<file path="config.mk">
export PLATFORM = sky130hd
export DESIGN_NAME = and_share_arb
export DESIGN_NICKNAME = d
export VERILOG_FILES = /design/src/rtl/and_share_arb.sv
export SDC_FILE = /design/constraint.sdc
export NUM_CORES = 1
export LEC_CHECK = 0
export ABC_AREA = 1
export CAP_MARGIN = 20
export CORE_ASPECT_RATIO = 1.2
export CORE_MARGIN = 2
export CORE_UTILIZATION = 44
export DETAILED_ROUTE_END_ITERATION = 12
export PLACE_DENSITY = 0.86
export SYNTH_ARGS = -nofsm -noshare
export SYNTH_HDL_FRONTEND = slang
export SYNTH_SLANG_ARGS = --single-unit
</file>
<file path="constraint.sdc">
create_clock -name i_clk -period 6.3 [get_ports i_clk]
set_input_delay 1.89 -clock i_clk [delete_from_list [all_inputs] [get_ports i_clk]]
set_output_delay 1.89 -clock i_clk [all_outputs]
set_load 0.02 [all_outputs]
</file>
<file path="src/rtl/and_share_arb.sv">
// Round-robin arbiter sharing one registered AND datapath among NUM_REQ requesters.
// Results return on a valid/ready channel tagged with the winning requester index.
module and_share_arb #(
  parameter int NUM_REQ = 4,
  parameter int WIDTH   = 8,
  parameter int ID_W    = 2,
  parameter int CNT_W   = 16
) (
  input  logic                     i_clk,
  input  logic                     i_rst_n,
  input  logic [NUM_REQ-1:0]       i_req_valid,
  output logic [NUM_REQ-1:0]       o_req_ready,
  input  logic [NUM_REQ*WIDTH-1:0] i_req_a,
  input  logic [NUM_REQ*WIDTH-1:0] i_req_b,
  output logic                     o_rsp_valid,
  input  logic                     i_rsp_ready,
  output logic [WIDTH-1:0]         o_rsp_c,
  output logic [ID_W-1:0]          o_rsp_id,
  output logic [CNT_W-1:0]         o_op_count,
  output logic                     o_busy
);

  typedef enum logic {
    ST_EMPTY = 1'b0,
    ST_FULL  = 1'b1
  } state_t;

  state_t            r_state;
  state_t            w_state_nxt;
  logic [ID_W-1:0]   r_rr_ptr;
  logic [WIDTH-1:0]  r_rsp_c;
  logic [ID_W-1:0]   r_rsp_id;
  logic [CNT_W-1:0]  r_op_count;

  logic              w_can_accept;
  logic              w_found;
  logic [ID_W-1:0]   w_win;
  logic [ID_W:0]     w_idx;
  logic              w_accept;
  logic              w_consume;
  logic [ID_W-1:0]   w_ptr_nxt;
  logic [WIDTH-1:0]  w_and;

  assign w_can_accept = (r_state == ST_EMPTY) | i_rsp_ready;
  assign w_accept     = w_can_accept & w_found;
  assign w_consume    = (r_state == ST_FULL) & i_rsp_ready;

  // Search requesters from the round-robin pointer upward, wrapping at NUM_REQ.
  always_comb begin
    w_found = 1'b0;
    w_win   = '0;
    w_idx   = '0;
    for (int k = 0; k < NUM_REQ; k++) begin
      w_idx = {1'b0, r_rr_ptr} + (ID_W+1)'(k);
      if (w_idx >= (ID_W+1)'(NUM_REQ)) begin
        w_idx = w_idx - (ID_W+1)'(NUM_REQ);
      end else begin
        w_idx = w_idx;
      end
      if (!w_found && i_req_valid[w_idx[ID_W-1:0]]) begin
        w_found = 1'b1;
        w_win   = w_idx[ID_W-1:0];
      end else begin
        w_found = w_found;
      end
    end
  end

  // One-hot grant to the winner only when the output slot can take a result.
  always_comb begin
    o_req_ready = '0;
    if (w_accept) begin
      o_req_ready[w_win] = 1'b1;
    end else begin
      o_req_ready = '0;
    end
  end

  // Pointer advances past the winner, wrapping to requester 0.
  always_comb begin
    w_ptr_nxt = '0;
    if (w_win == ID_W'(NUM_REQ-1)) begin
      w_ptr_nxt = '0;
    end else begin
      w_ptr_nxt = w_win + ID_W'(1);
    end
  end

  assign w_and = i_req_a[w_win*WIDTH +: WIDTH] & i_req_b[w_win*WIDTH +: WIDTH];

  // Output slot state register.
  always_ff @(posedge i_clk or negedge i_rst_n) begin
    if (!i_rst_n) begin
      r_state <= ST_EMPTY;
    end else begin
      r_state <= w_state_nxt;
    end
  end

  // Output slot next state: a consume with a simultaneous accept stays FULL.
  always_comb begin
    w_state_nxt = r_state;
    case (r_state)
      ST_EMPTY: begin
        if (w_accept) begin
          w_state_nxt = ST_FULL;
        end else begin
          w_state_nxt = ST_EMPTY;
        end
      end
      ST_FULL: begin
        if (i_rsp_ready && !w_accept) begin
          w_state_nxt = ST_EMPTY;
        end else begin
          w_state_nxt = ST_FULL;
        end
      end
      default: begin
        w_state_nxt = ST_EMPTY;
      end
    endcase
  end

  // Result, tag and pointer load on accept; otherwise held.
  always_ff @(posedge i_clk or negedge i_rst_n) begin
    if (!i_rst_n) begin
      r_rsp_c  <= '0;
      r_rsp_id <= '0;
      r_rr_ptr <= '0;
    end else if (w_accept) begin
      r_rsp_c  <= w_and;
      r_rsp_id <= w_win;
      r_rr_ptr <= w_ptr_nxt;
    end else begin
      r_rsp_c  <= r_rsp_c;
      r_rsp_id <= r_rsp_id;
      r_rr_ptr <= r_rr_ptr;
    end
  end

  // Count consumed results, wrapping naturally.
  always_ff @(posedge i_clk or negedge i_rst_n) begin
    if (!i_rst_n) begin
      r_op_count <= '0;
    end else if (w_consume) begin
      r_op_count <= r_op_count + CNT_W'(1);
    end else begin
      r_op_count <= r_op_count;
    end
  end

  assign o_rsp_valid = (r_state == ST_FULL);
  assign o_rsp_c     = r_rsp_c;
  assign o_rsp_id    = r_rsp_id;
  assign o_op_count  = r_op_count;
  assign o_busy      = (r_state == ST_FULL) | (|i_req_valid);

endmodule

</file>
==> qor.csv, run 1 <==
stage,metric,value,unit
clocking,maximum number of buffers from clock root to sink,2,
floorplan,initial standard-cell utilization of the core,46.3,%
synth,"Async S/R FF share, synth",100,%
clocking,clock edge transition at the registers on the reported setup and hold paths,0.06,ns
place,Cell Count Post-Placement,467,
layout,filler cell count,364,
outcome,result of the run,finished clean,
clocking,buffer cell driving the clock tree root,clkbuf_8,
synth,leading cell types by total area after synthesis,"dfrtp_1 34%, nand2_1 18%, inv_1 9.5%, nand3_1 7.5%, nand4_1 5.3%",
clocking,CTS Buf Count,5,
grt,maximum number of pins on one net before global-route repair,30,
routing,number of optimization iterations in the first detailed-route pass,4,
clocking,setup bufs post-CTS,0,
flow_run,max-cap violation count,0,
timing,number of failing hold endpoints at the final stage,0,
routing,Wirelength per Cell,12.2,um
synth,number of synthesized flops with an enable pin,0,
clocking,H-tree depth,2,
synth,"area leader, netlist",dfrtp_1,
clocking,CTS tree,yes,
floorplan,I/O pins,103,
synth,syn nets,384,
synth,area share of the leading cell type in the synthesized netlist,33.9,%
layout,area added between synthesis and finish,56.4,%
layout,non-filler instance count after layout,475,
timing,normalized max-slew margin,69.5,%
timing,Clock Skews,0.00407,ns
place,placer congestion estimate,0.866,
floorplan,Die X-Extent,67.7,um
critical_path,Crit Path Category,in2out,
critical_path,Crit path arrival time,4.27,ns
clocking,clock sink total,29,
critical_path,critical path peak fanout,10,
pwr,reported leakage power,0.00181,uW
place,DP HPWL,4560,um
timing,Worst Tran Pin Value,0.458,ns
synth,instance count of the mapped netlist,308,
synth,proportion of synthesized chip area in sequential cells,33.9,%
floorplan,Rows,27,
timing,minimum clock period,6.16,ns
grt,global-route usage over all layers,23.3,%
routing,count of vias placed by the detailed router,2282,
floorplan,placeable core region,4630,um2
grt,grt ovf,0,
timing,setup TNS,0,ns
pwr,maximum resistive drop on vdd,0.350,mV
routing,Iter 0 DRT Violations,105,
timing,final slew viol count,0,
critical_path,Worst Path Required,4.41,ns
floorplan,Die Span Y,80.4,um
routing,via/cell ratio,4.80,
layout,number of diodes,0,
layout,proportion of layout cells with a drive suffix above 1,11.0,%
timing,part of the cycle the worst path needs,97.7,%
place,count of buffers inserted at the top-level ports,102,
grt,initial antenna violation count,0,
routing,final routed DRC violation total,0,
grt,vias in the first global route,2323,
routing,total detailed-routing wirelength,5800,um
synth,Synth Cell Area,2140,um2
critical_path,crit end category,primary output,
clocking,insertion delay of the later-clocked pin in the worst-skew pair,0.28,ns
layout,layout net count,492,
synth,Syn. warnings,0,
synth,average size of a mapped cell,6.95,um2
timing,Final setup violation count,0,
synth,dominant synthesized flop cell,dfrtp_1,
synth,number of distinct library cells after synthesis,28,
routing,count of antenna-violating nets left after detailed routing,0,
timing,setup repair after global routing missed its margin,no,
floorplan,Die Outline Area,5440,um2
synth,flip-flop and latch count after synthesis,29,
clocking,"Hold-fix buffers, CTS",0,
critical_path,type of origin of the critical path,input port,
timing,Max Clk Rate,0.162,GHz
pwr,total power density per cell area,417,nW/um2
clocking,quantity of gates resized following cts,0,
grt,global-route wire length before repair,9750,um
min_path,class of the worst hold path,reg2reg,
-- stage by stage --
| stage | util, % | setup WS (ns) | power [uW] | hold slack (ns) | area, um2 |
|---|---|---|---|---|---|
| floorplan | - | 1.14 | 911 | 0.578 | 2140 |
| global placement | 69.8 | 0.240 | 1180 | 0.457 | 3230 |
| detailed placement | 69.8 | 0.186 | 1200 | 0.467 | 3230 |
| CTS | 72.3 | 0.162 | 1400 | 0.477 | 3350 |
| global route | 72.4 | 0.0275 | 1500 | 0.510 | 3350 |
| finish | 72.4 | 0.145 | 1400 | 0.466 | 3350 |
-- registers in the layout, summed over array words and instances (netlist names) --
name and flops:
o_rsp_c 8, o_rsp_id 2, o_rsp_valid 1, r_rr_ptr 2, o_op_count 16
-- synthesized netlist by cell type (all sizes together), types with 3 or more instances --
cell type,number
o21ai,6
nor2,10
xor2,11
ha,5
nor3,3
nand4,19
dfrtp,29
inv,58
nand3,34
nand2,118
buf,6
xnor2,4
-- power by group --
| group | switching, uW | internal (uW) |
|---|---|---|
| Combinational | 523 | 368 |
| Clock | 71.0 | 129 |
| Sequential | 59.8 | 247 |
-- cell usage in the layout (no fill, tap or decap), drive strengths merged --
| cell | netlist | layout |
|---|---|---|
| dlymetal6s2s | 0 | 1 |
| bufinv | 0 | 1 |
| nand4 | 19 | 19 |
| xnor2 | 4 | 4 |
| clkdlybuf4s50 | 0 | 101 |
| o21a | 1 | 1 |
| xor2 | 11 | 11 |
| or2 | 1 | 1 |
| nor2 | 10 | 10 |
| ha | 5 | 5 |
| inv | 58 | 58 |
| mux2 | 1 | 1 |
| dfrtp | 29 | 29 |
| buf | 6 | 7 |
| nand2 | 118 | 118 |
| clkbuf | 2 | 7 |
| nor3 | 3 | 3 |
| o21ai | 6 | 6 |
| nand3 | 34 | 34 |
-- routing by layer --
layer	vias to the layer above	part of all wire (%)	track usage [%]
met2	75	55	42.1
met1	1033	37	26.2
li1	1163	-	-
met5	-	0	0
met4	0	1.6	8.57
met3	11	5.9	5.18
-- area by class of cell --
class,count,area (um2),share of cell area [%]
Timing Repair Buffer,109,1080,32.1
Tap cell,58,72.6,2.17
Inverter,58,223,6.65
Clock buffer,7,86.3,2.58
Sequential cell,29,726,21.7
Clock inverter,1,30.0,0.896
Multi-Input combinational cell,213,1140,33.9
-- cell families after synthesis --
kind of cell,count (synthesis),synth area share (%)
flip-flops,29,33.9
multiplexers,1,0.526
AND/OR/NAND/NOR,185,41.8
AO/OA/AOI/OAI,7,1.75
adder cells (fa/ha/maj),5,2.92
buffers and inverters,66,13.0
XOR/XNOR,15,6.13
-- worst paths after layout --
kind | from | to | slack, ns | depth (start not counted)
worst max-delay path | i_req_valid[1] | o_req_ready[2] | 0.14 | 14
worst min-delay path | o_op_count[15]$_DFFE_PN0P_ | o_op_count[15]$_DFFE_PN0P_ | 0.47 | 1
worst max register to register | r_rr_ptr[0]$_DFFE_PN0P_ | o_rsp_c[6]$_DFFE_PN0P_ | 4.13 | 14
worst min register to register | o_op_count[15]$_DFFE_PN0P_ | o_op_count[15]$_DFFE_PN0P_ | 0.47 | 1
max in group asynchronous | i_rst_n | o_rsp_c[1]$_DFFE_PN0P_ | 4.04 | 2
min in group asynchronous | i_rst_n | o_op_count[7]$_DFFE_PN0P_ | 1.99 | 2
-- worst max-delay path, stage by stage --
cell and delay (ns):
clkdlybuf4s50_1 0.43, inv_1 0.11, nand2_1 0.08, nand3_1 0.12, nand2_1 0.10, nor2_2 0.15
nand3_1 0.08, nand3_1 0.07, nand2_1 0.08, inv_2 0.16, ha_1 0.18, inv_1 0.04
nor2_1 0.14, clkdlybuf4s50_1 0.63
Power figures use the tool's default switching activity.
==> run 2: changes to the inputs <==
- CORE_MARGIN: 2 -> 4
- PLACE_DENSITY: 0.86 -> 0.92
==> run 2 against run 1 <==
Net effect: combinational power decreased by 0.8%; via count increased by 1.2%; power decreased by 4.2%; hold slack got worse by 0.0019 ns; setup slack improved by 0.027 ns; sequential cell count unchanged; largest power group unchanged; highest routed layer unchanged.
==> qor.csv, run 2 (synthesis results as in run 1) <==
stage,metric,value,unit,change
layout,utilization of the core after routing,71.2,%,-1.2 points
grt,initial antenna violation count,0,,unchanged
critical_path,count of buffering cells on the critical path with inverters included,5,,unchanged
clocking,buffer cell driving the clock tree root,clkbuf_8,,
critical_path,largest stage delay on the critical path,0.63,ns,about the same
critical_path,Crit path arrival time,4.24,ns,-0.03 ns
layout,"commonest cells after routing, fill and taps aside","100 x nand2_1, 99 x clkdlybuf4s50_1, 54 x inv_1",,
layout,"leading cell type in the layout, fill and taps excluded",nand2_1,,
clocking,"Hold-fix buffers, CTS",0,,unchanged
critical_path,crit end category,primary output,,
pwr,total power density per cell area,404,nW/um2,-3.3%
critical_path,Worst Path Required,4.41,ns,about the same
routing,Wirelength per Cell,12.2,um,+0.33%
routing,total detailed-routing wirelength,5810,um,+0.12%
critical_path,type of origin of the critical path,input port,,
critical_path,Crit Path Category,in2out,,
routing,count of antenna-violating nets left after detailed routing,0,,unchanged
place,count of buffers inserted at the top-level ports,102,,unchanged
timing,setup repair after global routing missed its margin,no,,
routing,final routed DRC violation total,0,,unchanged
critical_path,Most common cell on crit path,nand2_1,,
layout,proportion of layout cells with a drive suffix above 1,11.1,%,+0.027 points
critical_path,critical path peak fanout,11,,+1
grt,grt ovf,0,,unchanged
clocking,H-tree depth,2,,unchanged
layout,number of diodes,0,,unchanged
pwr,clock network fraction of total power,11.0,%,-3.3 points
pwr,net load switching power,651,uW,-0.49%
flow_run,max-cap violation count,0,,unchanged
routing,count of vias placed by the detailed router,2309,,+1.2%
timing,Max Clk Rate,0.163,GHz,+0.43%
critical_path,crit path max-delay cell type,clkdlybuf4s50_1,,
min_path,class of the worst hold path,reg2reg,,
pwr,maximum resistive drop on vdd,0.265,mV,-24%
critical_path,"Largest delay share family, worst path",buffers and inverters,,
outcome,result of the run,finished clean,,
pwr,share of total power consumed by net switching,48.6,%,+1.8 points
grt,global-route wire length before repair,9650,um,-1.1%
floorplan,placeable core region,4660,um2,+0.73%
clocking,clock sink total,29,,unchanged
timing,Final setup violation count,0,,unchanged
pwr,cell internal pwr,688,uW,-7.4%
floorplan,Die Outline Area,6050,um2,+11%
timing,normalized max-slew margin,54.9,%,-15 points
routing,number of optimization iterations in the first detailed-route pass,4,,unchanged
place,placed inst area,3220,um2,-0.23%
grt,global-route usage over all layers,19.3,%,-4.0 points
place,placer congestion estimate,0.895,,+3.4%
clocking,CTS tree,yes,,
pwr,proportion of power drawn by combinational gates,66.0,%,+2.2 points
floorplan,Die Span Y,84.4,um,+5.0%
critical_path,sequence of cells on the critical path,clkdlybuf4s50_1 -> inv_1 -> nand2_1 -> nand3_1 -> nand2_1 -> nor2_2 -> nand4_1 -> nand2_1 -> buf_4 -> ha_1 -> inv_1 -> nor2_1 -> clkdlybuf4s50_1,,
routing,via/cell ratio,4.87,,+1.4%
timing,number of failing hold endpoints at the final stage,0,,unchanged
timing,Clock Skews,0.00433,ns,+0.000260 ns
clocking,CTS Buf Count,5,,unchanged
layout,layout net count,491,,-0.20%
clocking,maximum number of buffers from clock root to sink,2,,unchanged
grt,vias in the first global route,2254,,-3.0%
timing,Worst Tran Pin Value,0.672,ns,+0.213 ns
floorplan,Die X-Extent,71.7,um,+5.9%
pwr,reported leakage power,0.00183,uW,+0.76%
pwr,Final Power,1340,uW,-4.2%
layout,final non-filler cell area,3320,um2,-0.97%
floorplan,initial standard-cell utilization of the core,45.9,%,-0.34 points
timing,minimum clock period,6.13,ns,-0.0265 ns
place,DP HPWL,4740,um,+3.8%
clocking,clock edge transition at the registers on the reported setup and hold paths,0.06,ns,about the same
pwr,register share of total power,23.0,%,+1.0 points
floorplan,Rows,27,,unchanged
layout,max FFs per register,16,,unchanged
layout,filler cell count,403,,+11%
routing,Iter 0 DRT Violations,96,,-8.6%
grt,maximum number of pins on one net before global-route repair,30,,unchanged
floorplan,I/O pins,103,,unchanged
timing,setup TNS,0,ns,unchanged
clocking,insertion delay of the later-clocked pin in the worst-skew pair,0.27,ns,about the same
layout,area added between synthesis and finish,54.9,%,
timing,part of the cycle the worst path needs,97.3,%,-0.42 points
timing,final slew viol count,0,,unchanged
-- run 2: changes by cell type in the layout (fill, tap and decap cells not counted) --
| cell | change |
|---|---|
| clkdlybuf4s50_1 | -2 |
| clkinv_2 | +2 |
| dlymetal6s2s_1 | +2 |
| buf_4 | -1 |
| bufinv_16 | -1 |
| clkbuf_1 | -1 |
| clkbuf_8 | -1 |
| clkinvlp_4 | +1 |
-- run 2: per-layer routing --
layer | up-vias | routed length, um | GRT usage, %
met2 | 72 | 3110 | 36.0
li1 | 1165 | - | -
met4 | 0 | 115 | 4.96
met1 | 1062 | 2230 | 22.3
met5 | - | 0 | 0
met3 | 10 | 352 | 3.47
-- run 2: per-stage QoR --
stage          worst slack, ns  hold slack (ns)  std cells
2_1_floorplan             1.14            0.578        308
3_3_place_gp             0.233            0.460        466
3_5_place_dp             0.170            0.460        466
4_1_cts                  0.164            0.472        474
5_1_grt                 0.0133            0.513        474
6_report                 0.171            0.464        474
-- run 2: cell type report --
cell class | instances | area, um2 | share of cell area (%)
Clock inverter | 3 | 17.5 | 0.528
Timing Repair Buffer | 108 | 1070 | 32.4
Clock buffer | 5 | 68.8 | 2.07
Sequential cell | 29 | 726 | 21.9
Multi-Input combinational cell | 213 | 1140 | 34.3
Inverter | 58 | 223 | 6.71
Tap cell | 58 | 72.6 | 2.19
-- run 2: worst reg2reg max path: cells and delay by family, from the launching register on --
family,cells,cell delay [ns]
AND/OR/NAND/NOR,12,1.10
buffers and inverters,2,0.35
flip-flops,1,0.63
-- run 2: power by group through the flow --
stage,Clock (uW),Sequential [uW],Combinational (uW)
floorplan,0,353,559
global placement,0,309,863
detailed placement,0,310,890
CTS,150,308,891
global route,161,319,982
finish,147,308,884
-- run 2: final timing paths --
kind	from	endpoint	slack (ns)	depth (start not counted)
max in group asynchronous	i_rst_n	o_rsp_c[2]$_DFFE_PN0P_	4.03	2
max reg2reg	r_rr_ptr[0]$_DFFE_PN0P_	o_rsp_c[0]$_DFFE_PN0P_	4.11	14
max	i_req_valid[3]	o_req_ready[0]	0.17	13
min reg2reg	o_op_count[15]$_DFFE_PN0P_	o_op_count[15]$_DFFE_PN0P_	0.46	1
min in group asynchronous	i_rst_n	o_rsp_id[1]$_DFFE_PN0P_	2.00	2
min	o_op_count[15]$_DFFE_PN0P_	o_op_count[15]$_DFFE_PN0P_	0.46	1
-- run 2: repair_timing --
item                       4_1_cts  5_1_grt
setup endpoints to repair        0        3
resized for setup                0        3
setup buffers                    0        0
==> run 3: changes to the inputs <==
- CORE_UTILIZATION: 44 -> 46
- CTS_BUF_LIST: not set -> sky130_fd_sc_hd__clkbuf_4 sky130_fd_sc_hd__clkbuf_8
- HOLD_SLACK_MARGIN: not set -> 0.15
- PLACE_DENSITY: 0.92 -> 0.95
==> run 3 against run 2 <==
Net effect: final area is 0.23% higher; setup slack worse by 0.052 ns; maximum frequency shrank 0.84%; wire length is 4.2% higher; sequential share of layout area about the same; clock skew rose by 0.0057 ns; global-route usage rose by 1.2 points; clock power about the same; hold slack better by 0.0099 ns; clock-buffer cell count stayed put; sequential power about the same; combinational power grew 5.4%; critical path type unchanged.
==> qor.csv, run 3 (synthesis results as in run 1) <==
stage,metric,value,unit,change
outcome,result of the run,finished clean,,
routing,Wirelength per Cell,12.8,um,+4.2%
timing,normalized max-slew margin,70.0,%,+15 points
timing,post-route worst hold slack,0.474,ns,+0.00988 ns
layout,filler cell count,309,,-23%
clocking,buffer cell driving the clock tree root,clkbuf_8,,
critical_path,crit end category,primary output,,
grt,vias in the first global route,2304,,+2.2%
grt,GR peak layer,met2,,
floorplan,initial standard-cell utilization of the core,48.8,%,+2.8 points
place,placer congestion estimate,0.834,,-6.8%
layout,proportion of layout cells with a drive suffix above 1,11.5,%,+0.43 points
clocking,H-tree depth,2,,unchanged
timing,setup repair after global routing missed its margin,no,,
routing,via/cell ratio,4.97,,+1.9%
routing,count of antenna-violating nets left after detailed routing,0,,unchanged
grt,met1 Resource Use GR,20.0,%,-2.2 points
routing,count of vias placed by the detailed router,2354,,+1.9%
floorplan,Die Outline Area,5820,um2,-3.9%
floorplan,Rows,26,,-3.7%
timing,setup TNS,0,ns,unchanged
critical_path,Worst Path Required,4.41,ns,about the same
critical_path,type of origin of the critical path,input port,,
routing,number of optimization iterations in the first detailed-route pass,4,,unchanged
clocking,clock sink total,29,,unchanged
critical_path,crit path max-delay cell type,clkdlybuf4s50_1,,
grt,grt ovf,0,,unchanged
clocking,"Hold-fix buffers, CTS",0,,unchanged
routing,final routed DRC violation total,0,,unchanged
layout,"leading cell type in the layout, fill and taps excluded",clkdlybuf4s50_1,,
layout,final non-filler cell area,3330,um2,+0.23%
critical_path,critical path peak fanout,6,,-5
routing,Iter 0 DRT Violations,49,,-49%
place,count of buffers inserted at the top-level ports,102,,unchanged
grt,initial antenna violation count,0,,unchanged
place,DP HPWL,4960,um,+4.6%
pwr,total power density per cell area,417,nW/um2,+3.3%
clocking,insertion delay of the later-clocked pin in the worst-skew pair,0.28,ns,about the same
critical_path,Crit path arrival time,4.29,ns,+0.05 ns
floorplan,Die Span Y,82.8,um,-2.0%
timing,number of failing hold endpoints at the final stage,0,,unchanged
place,Cell Count Post-Placement,466,,unchanged
critical_path,largest stage delay on the critical path,0.62,ns,about the same
layout,number of diodes,0,,unchanged
grt,met3 demand-to-capacity share in global routing,6.17,%,+2.7 points
timing,final slew viol count,0,,unchanged
min_path,class of the worst hold path,reg2reg,,
timing,Final setup violation count,0,,unchanged
clocking,CTS tree,yes,,
flow_run,max-cap violation count,0,,unchanged
layout,utilization of the core after routing,75.7,%,+4.6 points
floorplan,I/O pins,103,,unchanged
layout,"commonest cells after routing, fill and taps aside","101 x clkdlybuf4s50_1, 100 x nand2_1, 54 x inv_1",,
clocking,CTS Buf Count,5,,unchanged
clocking,clock edge transition at the registers on the reported setup and hold paths,0.06,ns,about the same
layout,area added between synthesis and finish,55.3,%,
clocking,maximum number of buffers from clock root to sink,2,,unchanged
grt,met2 usage,40.0,%,+4.0 points
timing,part of the cycle the worst path needs,98.1,%,+0.83 points
layout,non-filler instance count after layout,474,,unchanged
timing,minimum clock period,6.18,ns,+0.0520 ns
layout,layout net count,493,,+0.41%
grt,global-route usage over all layers,20.5,%,+1.2 points
timing,Clock Skews,0.0100,ns,+0.00567 ns
floorplan,placeable core region,4390,um2,-5.8%
pwr,maximum resistive drop on vdd,0.239,mV,-9.8%
layout,max FFs per register,16,,unchanged
routing,total detailed-routing wirelength,6050,um,+4.2%
critical_path,Crit Path Category,in2out,,
place,placed inst area,3240,um2,+0.39%
floorplan,Die X-Extent,70.3,um,-2.0%
grt,maximum number of pins on one net before global-route repair,30,,unchanged
critical_path,sequence of cells on the critical path,clkdlybuf4s50_1 -> inv_1 -> nand2_1 -> nand3_1 -> nand2_1 -> nor2_2 -> nand3_1 -> nand3_1 -> nand2_1 -> inv_2 -> ha_1 -> inv_1 -> nor2_1 -> clkdlybuf4s50_1,,
pwr,reported leakage power,0.00180,uW,-1.2%
timing,Worst Tran Pin Value,0.451,ns,-0.221 ns
grt,global-route wire length before repair,9560,um,-0.86%
timing,Max Clk Rate,0.162,GHz,-0.84%
run 3: changes by cell type in the layout (fill, tap and decap cells not counted):
cell | previous run | this run
buf_4 | 6 | 8
clkdlybuf4s50_1 | 99 | 101
dlymetal6s2s_1 | 3 | 1
run 3: report_power, final:
part	total, uW	switching (uW)	internal, uW
combinational	932	545	387
clock	148	72.3	76.0
sequential	307	59.8	247
total	1390	677	711
run 3: final cells by class:
cell class                 instances  area, um2  area share, %
clock buffer                       5       68.8           2.07
multi-input combinational        213       1140           34.2
timing repair buffer             110       1080           32.6
sequential                        29        726           21.8
inverter                          58        223           6.70
clock inverter                     3       17.5          0.527
tap                               56       70.1           2.11
run 3: routing by layer:
| metal | vias up | wire length [um] |
|---|---|---|
| li1 | 1171 | - |
| met2 | 100 | 3410 |
| met1 | 1063 | 2050 |
| met4 | 0 | 165 |
| met3 | 20 | 420 |
| met5 | - | 0 |
run 3: stage by stage:
step	total power [uW]	setup slack, ns
finish	1390	0.119
global placement	1200	0.291
floorplan	911	1.14
detailed placement	1230	0.129
global route	1490	0.00501
CTS	1390	0.126
run 3: path summary, 6_finish.rpt:
kind | endpoint | cells after the start | start | slack, ns
min in group asynchronous | o_op_count[11]$_DFFE_PN0P_ | 2 | i_rst_n | 1.98
setup / recovery | o_req_ready[3] | 14 | i_req_valid[1] | 0.12
max in group asynchronous | o_op_count[2]$_DFFE_PN0P_ | 2 | i_rst_n | 4.05
setup reg to reg | o_rsp_c[1]$_DFFE_PN0P_ | 14 | r_rr_ptr[0]$_DFFE_PN0P_ | 4.16
hold reg to reg | o_op_count[15]$_DFFE_PN0P_ | 1 | o_op_count[15]$_DFFE_PN0P_ | 0.47
hold / removal | o_op_count[15]$_DFFE_PN0P_ | 1 | o_op_count[15]$_DFFE_PN0P_ | 0.47
run 3: what timing repair did:
item                       4_1_cts  5_1_grt
hold endpoints to repair         0        0
setup endpoints to repair        0        1
setup buffers                    0        0
gates resized for setup          0        1
run 3: worst max-delay path: cells and delay by family:
kind	cells	cell delay [ns]
adder cells (fa/ha/maj)	1	0.15
buffers and inverters	5	1.32
AND/OR/NAND/NOR	8	0.94
